## config.mk

```make
export PLATFORM = sky130hd
export DESIGN_NAME = axi4_lite_slave_regfile
export DESIGN_NICKNAME = d
export VERILOG_FILES = /design/src/rtl/axi4_lite_slave_regfile.sv
export SDC_FILE = /design/constraint.sdc
export NUM_CORES = 1
export LEC_CHECK = 0
export BUFFER_PORTS_ARGS = -buffer_cell sky130_fd_sc_hd__buf_2
export CORE_ASPECT_RATIO = 1.25
export CORE_MARGIN = 1
export CORE_UTILIZATION = 48
export DETAILED_ROUTE_END_ITERATION = 10
export PLACE_DENSITY = 0.73
export SYNTH_ARGS = -nofsm -noshare
export SYNTH_HDL_FRONTEND = slang
export SYNTH_SLANG_ARGS = --single-unit
```

## constraint.sdc

```tcl
create_clock -name ACLK -period 1.9 [get_ports ACLK]
set_clock_uncertainty 0.15 [all_clocks]
set_input_delay 0.38 -clock ACLK [delete_from_list [all_inputs] [get_ports ACLK]]
set_output_delay 0.38 -clock ACLK [all_outputs]
set_load 0.03 [all_outputs]
```

## src/rtl/axi4_lite_slave_regfile.sv

```systemverilog
// AXI4-Lite slave register file: NUM_REGS word registers written via AW+W, read via AR,
// always answering OKAY, with every register exposed flat on regs_o for peripheral wrappers.
module axi4_lite_slave_regfile #(
    parameter int                    ADDR_WIDTH  = 4,
    parameter int                    DATA_WIDTH  = 32,
    parameter int                    NUM_REGS    = 4,
    parameter logic [DATA_WIDTH-1:0] RESET_VALUE = 32'h0000_0000
) (
    input  logic                         ACLK,
    input  logic                         ARESETn,
    input  logic [ADDR_WIDTH-1:0]        AWADDR,
    input  logic                         AWVALID,
    output logic                         AWREADY,
    input  logic [DATA_WIDTH-1:0]        WDATA,
    input  logic                         WVALID,
    output logic                         WREADY,
    output logic [1:0]                   BRESP,
    output logic                         BVALID,
    input  logic                         BREADY,
    input  logic [ADDR_WIDTH-1:0]        ARADDR,
    input  logic                         ARVALID,
    output logic                         ARREADY,
    output logic [DATA_WIDTH-1:0]        RDATA,
    output logic [1:0]                   RRESP,
    output logic                         RVALID,
    input  logic                         RREADY,
    output logic [NUM_REGS*DATA_WIDTH-1:0] regs_o
);

    localparam int IDX_W = ADDR_WIDTH - 2;

    typedef enum logic {WR_IDLE, WR_RESP} wr_state_t;
    typedef enum logic {RD_IDLE, RD_DATA} rd_state_t;

    wr_state_t             wr_state, wr_next;
    rd_state_t             rd_state, rd_next;
    logic                  aw_got, w_got;
    logic [IDX_W-1:0]      aw_idx;
    logic [DATA_WIDTH-1:0] w_data;
    logic [DATA_WIDTH-1:0] regs [NUM_REGS];
    logic [DATA_WIDTH-1:0] rdata_q;
    logic                  commit, aw_hs, w_hs, ar_hs;
    logic                  unused_addr_bits;

    // Byte-lane bits of the addresses carry no meaning in a word-only register file.
    assign unused_addr_bits = ^{AWADDR[1:0], ARADDR[1:0]};

    // READY is gated by reset so nothing is accepted while ARESETn is low.
    assign AWREADY = ARESETn && (wr_state == WR_IDLE) && !aw_got;
    assign WREADY  = ARESETn && (wr_state == WR_IDLE) && !w_got;
    assign ARREADY = ARESETn && (rd_state == RD_IDLE);
    assign BVALID  = (wr_state == WR_RESP);
    assign RVALID  = (rd_state == RD_DATA);
    assign BRESP   = 2'b00;
    assign RRESP   = 2'b00;
    assign RDATA   = rdata_q;

    assign aw_hs  = AWVALID && AWREADY;
    assign w_hs   = WVALID && WREADY;
    assign ar_hs  = ARVALID && ARREADY;
    assign commit = (wr_state == WR_IDLE) && aw_got && w_got;

    always_comb begin
        wr_next = wr_state;
        rd_next = rd_state;
        case (wr_state)
            WR_IDLE: if (commit) wr_next = WR_RESP;
            WR_RESP: if (BREADY) wr_next = WR_IDLE;
            default: wr_next = WR_IDLE;
        endcase
        case (rd_state)
            RD_IDLE: if (ar_hs)  rd_next = RD_DATA;
            RD_DATA: if (RREADY) rd_next = RD_IDLE;
            default: rd_next = RD_IDLE;
        endcase
    end

    always_ff @(posedge ACLK or negedge ARESETn) begin
        if (!ARESETn) begin
            wr_state <= WR_IDLE;
            rd_state <= RD_IDLE;
        end else begin
            wr_state <= wr_next;
            rd_state <= rd_next;
        end
    end

    // AW and W are captured independently; the write commits once both halves are held.
    always_ff @(posedge ACLK or negedge ARESETn) begin
        if (!ARESETn) begin
            aw_got <= 1'b0;
            w_got  <= 1'b0;
            aw_idx <= '0;
            w_data <= '0;
        end else begin
            if (commit) begin
                aw_got <= 1'b0;
                w_got  <= 1'b0;
            end
            if (aw_hs) begin
                aw_got <= 1'b1;
                aw_idx <= AWADDR[ADDR_WIDTH-1:2];
            end
            if (w_hs) begin
                w_got  <= 1'b1;
                w_data <= WDATA;
            end
        end
    end

    // A read sampled on the commit edge sees the pre-write register contents.
    always_ff @(posedge ACLK or negedge ARESETn) begin
        if (!ARESETn) begin
            for (int k = 0; k < NUM_REGS; k++) regs[k] <= RESET_VALUE;
            rdata_q <= '0;
        end else begin
            if (commit) regs[aw_idx] <= w_data;
            if (ar_hs)  rdata_q <= regs[ARADDR[ADDR_WIDTH-1:2]];
        end
    end

    for (genvar k = 0; k < NUM_REGS; k++) begin : g_flat
        assign regs_o[k*DATA_WIDTH +: DATA_WIDTH] = regs[k];
    end

endmodule

```

* Word-level counts from Yosys, hierarchy flattened *
Index checks and enable logic that the tools add are counted.

storage, ports and cells
  input bits = 47
  flip-flop bits (word level) = 198
  output and inout bits = 169

operators by class
  reductions and logical operators = 14
  bitwise gates (word level) = 4
  muxes and demuxes = 15
  magnitude comparators = 3

operators with widths
  kind                                                       number
  bitwise mux 128 bit                                        1
  2-to-1 mux 32 bit                                          3
  binary-select mux 32 bit (select 2 bit)                    1
  demux 32 bit (select 2 bit)                                1
  logical AND 1 bit                                          10
  2-to-1 mux 1 bit                                           7
  greater-or-equal comparator 3 bit (second input constant)  2
  inverter 2 -> 3 bit                                        2
  case mux 1 bit (2 select lines)                            2
  nonzero test 2 bit                                         2
  < comparator 3 x 1 -> 1 bit (second input constant)        1
  logical NOT 1 bit                                          2
  inverter 1 bit                                             2

* Longest topological paths before layout *
  depth after elaboration = 6
  depth in mapped cells = 5

* Worst setup path after synthesis *
No wires, ideal clock.

  path kind = register to register
  start point = reg wr_state (netlist: BVALID)
  end point = reg regs, in the netlist regs_o[10]
  setup slack = -152 ps
  arrival time = 1777 ps
  period minus slack after synthesis = 2052 ps
  stages on the path, launching flop included = 6
  buffers on the path = 2
  setup time = 125 ps
  data required time = 1625 ps
  path through = dfrtp_1 nand2b_1 or4b_1 buf_6 buf_12 mux2_4

between the ends
  cells in the longest elaborated chain, start to end = 3

RTL lines
  item                             line  RTL
  start: declaration               35    wr_state_t wr_state, wr_next;
  start signal: assignment         83    wr_state <= wr_next;
  inverter 1 bit                   61    assign commit = (wr_state == WR_IDLE) && aw_got && w_got;
  logical AND 1 bit (2 in series)  61
  end signal: indexed assignment   117   if (commit) regs[aw_idx] <= w_data;
  end: declaration                 40    logic [DATA_WIDTH-1:0] regs [NUM_REGS];

Every way passes these cells.
A chain may end at the register's enable or synchronous reset.

* Worst setup path after layout *
  start point = reg wr_state (netlist: BVALID)
  end point = reg regs, in the netlist regs_o[42]

The elaborated chain is that of the path after synthesis.

==> impl_metrics.env <==
export IMPL_ys_seq_area_frac=0.5951
export IMPL_p_sw_frac=0.4285
export IMPL_post_dp_cell_area_um2=9839
export IMPL_antenna_found_initial=1
export IMPL_combPwrFrac=0.449
export IMPL_globalplace_congestion=0.7559
export IMPL_num_rows=53
export IMPL_synth_async_reset_ratio=1.000
export IMPL_critPathKind="reg2reg"
export IMPL_nNetsFinal=836
export IMPL_p_sw_w=0.008805
export IMPL_syn_inst=549
export IMPL_rsz0062_at_grt="true"
export IMPL_grt_ovfl_total=0
export IMPL_core_area_um2=16910
export IMPL_hp_class="in2async"
export IMPL_fin_crit_ns=1.989
export IMPL_max_cap_violations=0
export IMPL_cts_tree="built"
export IMPL_syn_cell_area_um2=8325
export IMPL_clkTransAtPathRegs_ns=0.07
export IMPL_finalCritPeriodShare=1.047
export IMPL_final_cell_area_um2=10810
export IMPL_grt_util_all_layers=0.2478
export IMPL_clk_path_buf_depth=2
export IMPL_wl_mm=22.68
export IMPL_power_total_w=0.02055
export IMPL_post_synth_cell_area_avg_um2=15.16
export IMPL_synthFlopType="dfrtp_1"
export IMPL_hold_viol=0
export IMPL_timing_slew_headroom=0.2739
export IMPL_critPathLaunchType="flip-flop"
export IMPL_cts_root_buf="clkbuf_16"
export IMPL_instances_no_fill=1023
export IMPL_grt_pass1_vias=5893
export IMPL_drt_iter0_drc=346
export IMPL_p_per_area_nw_per_um2=1900
export IMPL_yosysWarnings=0
export IMPL_drtAntennaViolNets=0
export IMPL_num_vias=5667
export IMPL_grt_max_degree=196
export IMPL_outcome="finished with violations"
export IMPL_clock_fmax_mhz=502.8
export IMPL_synthToLayoutAreaGrowth_pct=29.88
export IMPL_peakVddDrop_uv=1096
export IMPL_initial_utilization=0.4923
export IMPL_worst_skew_pair_late_latency_ns=0.42
export IMPL_viasPerCell=5.540
export IMPL_dp_hpwl_mm=13.59
export IMPL_grt_pass1_wl_mm=33.09
export IMPL_cp_end_kind="flip-flop"
export IMPL_synth_edff_count=0
export IMPL_wl_per_cell_um=22.17
export IMPL_dieWidth_um=119.8
export IMPL_numCtsBuffers=17
export IMPL_drive_gt1_frac=0.5736
export IMPL_fin_ws_ns=-0.08874
export IMPL_p_clk_frac=0.168
export IMPL_die_area_um2=17880
export IMPL_crit_fanout=12
export IMPL_pwr_share_seq=0.384
export IMPL_cp_arrival_ns=2.14
export IMPL_firstDrtPassIters=5
export IMPL_worstMarginPinSlew_ns=1.089
export IMPL_h_tree_depth=4
export IMPL_cts_sinks=198
export IMPL_leakage_nw=5.476
export IMPL_yosysUniqueCellTypes=25
export IMPL_drc_errors=0
export IMPL_die_y_um=149.2
export IMPL_violations="setup timing"
export IMPL_finalSetupViolations=57
export IMPL_cp_required_ns=2.06
export IMPL_ys_seq_elements=198
export IMPL_slew_violations=0
export IMPL_pre_cts_slack_ns=-0.1357
export IMPL_internal_power_w=0.01174
export IMPL_pin_count=216
export IMPL_portBuffers=207
export IMPL_dp_cells=970
[cell type report]
| cell class | count | area, µm² |
|---|---|---|
| well taps | 220 | 275.3 |
| repair buffers | 255 | 1779 |
| multi-input cells | 316 | 3232 |
| clock buffers | 18 | 439.2 |
| fillers | 1316 | 6097 |
| clock inverters | 14 | 125.1 |
| inverters | 1 | 3.754 |
| flip-flops and latches | 198 | 4956 |
| diodes | 1 | 2.502 |
[worst paths after layout]
check	start	endpoint	slack, ns	depth (start not counted)
worst max-delay path	BVALID	regs_o[42]	-0.09	7
worst min-delay path	ARESETn	BVALID	0.006	2
worst max register to register	BVALID	regs_o[42]	-0.09	7
worst min register to register	RDATA[22]	RDATA[22]	0.34	2
max in group asynchronous	ARESETn	regs_o[95]	0.75	2
min in group ACLK	WDATA[30]	w_data[30]	0.03	2
[per-stage QoR]
stage	hold WS (ns)	setup TNS [ns]	utilization
final	0.005679	-2.635	0.6394
after global routing	0.02122	-6.593	0.6394
after CTS	0.01804	-1.954	0.6278
after detailed placement	0.1719	-6.335	0.5819
after global placement	0.1712	-4.020	0.5819
after floorplan	-0.06559	-2.189	-
[placed cells by master (no fill, tap or decap), drive strengths merged]
| master | count |
|---|---|
| o21ai | 1 |
| nor2 | 3 |
| nand3b | 3 |
| a21o | 2 |
| clkinvlp | 5 |
| clkinv | 4 |
| nand3 | 1 |
| buf | 246 |
| nand2 | 34 |
| dlygate4sd3 | 3 |
| dfrtp | 198 |
| conb | 4 |
| nand2b | 3 |
| diode | 1 |
| nor2b | 1 |
| inv | 5 |
| mux2i | 65 |
| nor3b | 3 |
| clkbuf | 24 |
| or4b | 1 |
| nor3 | 1 |
| mux2 | 162 |
| bufinv | 1 |
| o221ai | 32 |
[power by group through the flow]
stage	clock network (W)	registers [W]	logic (W)
detailed placement	0	0.00788	0.00888
finish	0.00344	0.00788	0.00922
CTS	0.00351	0.00785	0.00910
global placement	0	0.00771	0.00863
floorplan	0	0.0107	0.00301
global route	0.00367	0.00815	0.00969
[synth_stat cells (2+ instances only)]
cell / number / area, µm²
dfrtp_1: 198 / 4955
o221ai_1: 32 / 280.3
mux2_4: 30 / 450.4
buf_2: 18 / 90.09
buf_4: 4 / 30.03
nor3b_2: 2 / 25.02
mux2i_1: 65 / 650.6
buf_12: 3 / 60.06
nand3b_1: 3 / 22.52
nand2_1: 34 / 127.6
nand2b_1: 3 / 18.77
nor2_1: 3 / 11.26
a21o_2: 2 / 17.52
clkbuf_1: 10 / 37.54
mux2_2: 132 / 1486
[kinds of logic after synthesis]
family,Yosys count,share of synthesized area
simple gates,50,0.02870
flops,198,0.5951
compound gates,35,0.03637
buf+inv,38,0.02855
other cells,1,0.0004504
mux,227,0.3108
[registers in the layout, indices dropped and copies added (netlist names)]
register	flops
BVALID	1
aw_idx	2
w_got	1
RDATA	32
regs_o	128
w_data	32
RVALID	1
aw_got	1
[metal layers]
metal / vias up / GRT usage / share of wire
met5: - / 0 / 0
met4: 0 / 0.09563 / 0.018
met3: 27 / 0.06002 / 0.064
met2: 198 / 0.4277 / 0.52
met1: 2958 / 0.2988 / 0.39
li1: 2484 / - / -
[what timing repair did]
action,4_1_cts,5_1_grt
setup endpoints to repair,131,136
hold buffers,3,0
gates resized for setup,22,6
hold endpoints to repair,5,0
pin swaps,1,4
buffers inserted,3,4
gates cloned,3,7
[worst max-delay path, stage by stage (launching register included)]
cell      delay (ns)
dfrtp_2         0.41
buf_6           0.12
nand3b_1        0.17
buf_4           0.16
nor3b_4         0.19
buf_4           0.16
buf_12          0.15
mux2_2          0.35
No activity file was read; power rests on OpenSTA's default activity.
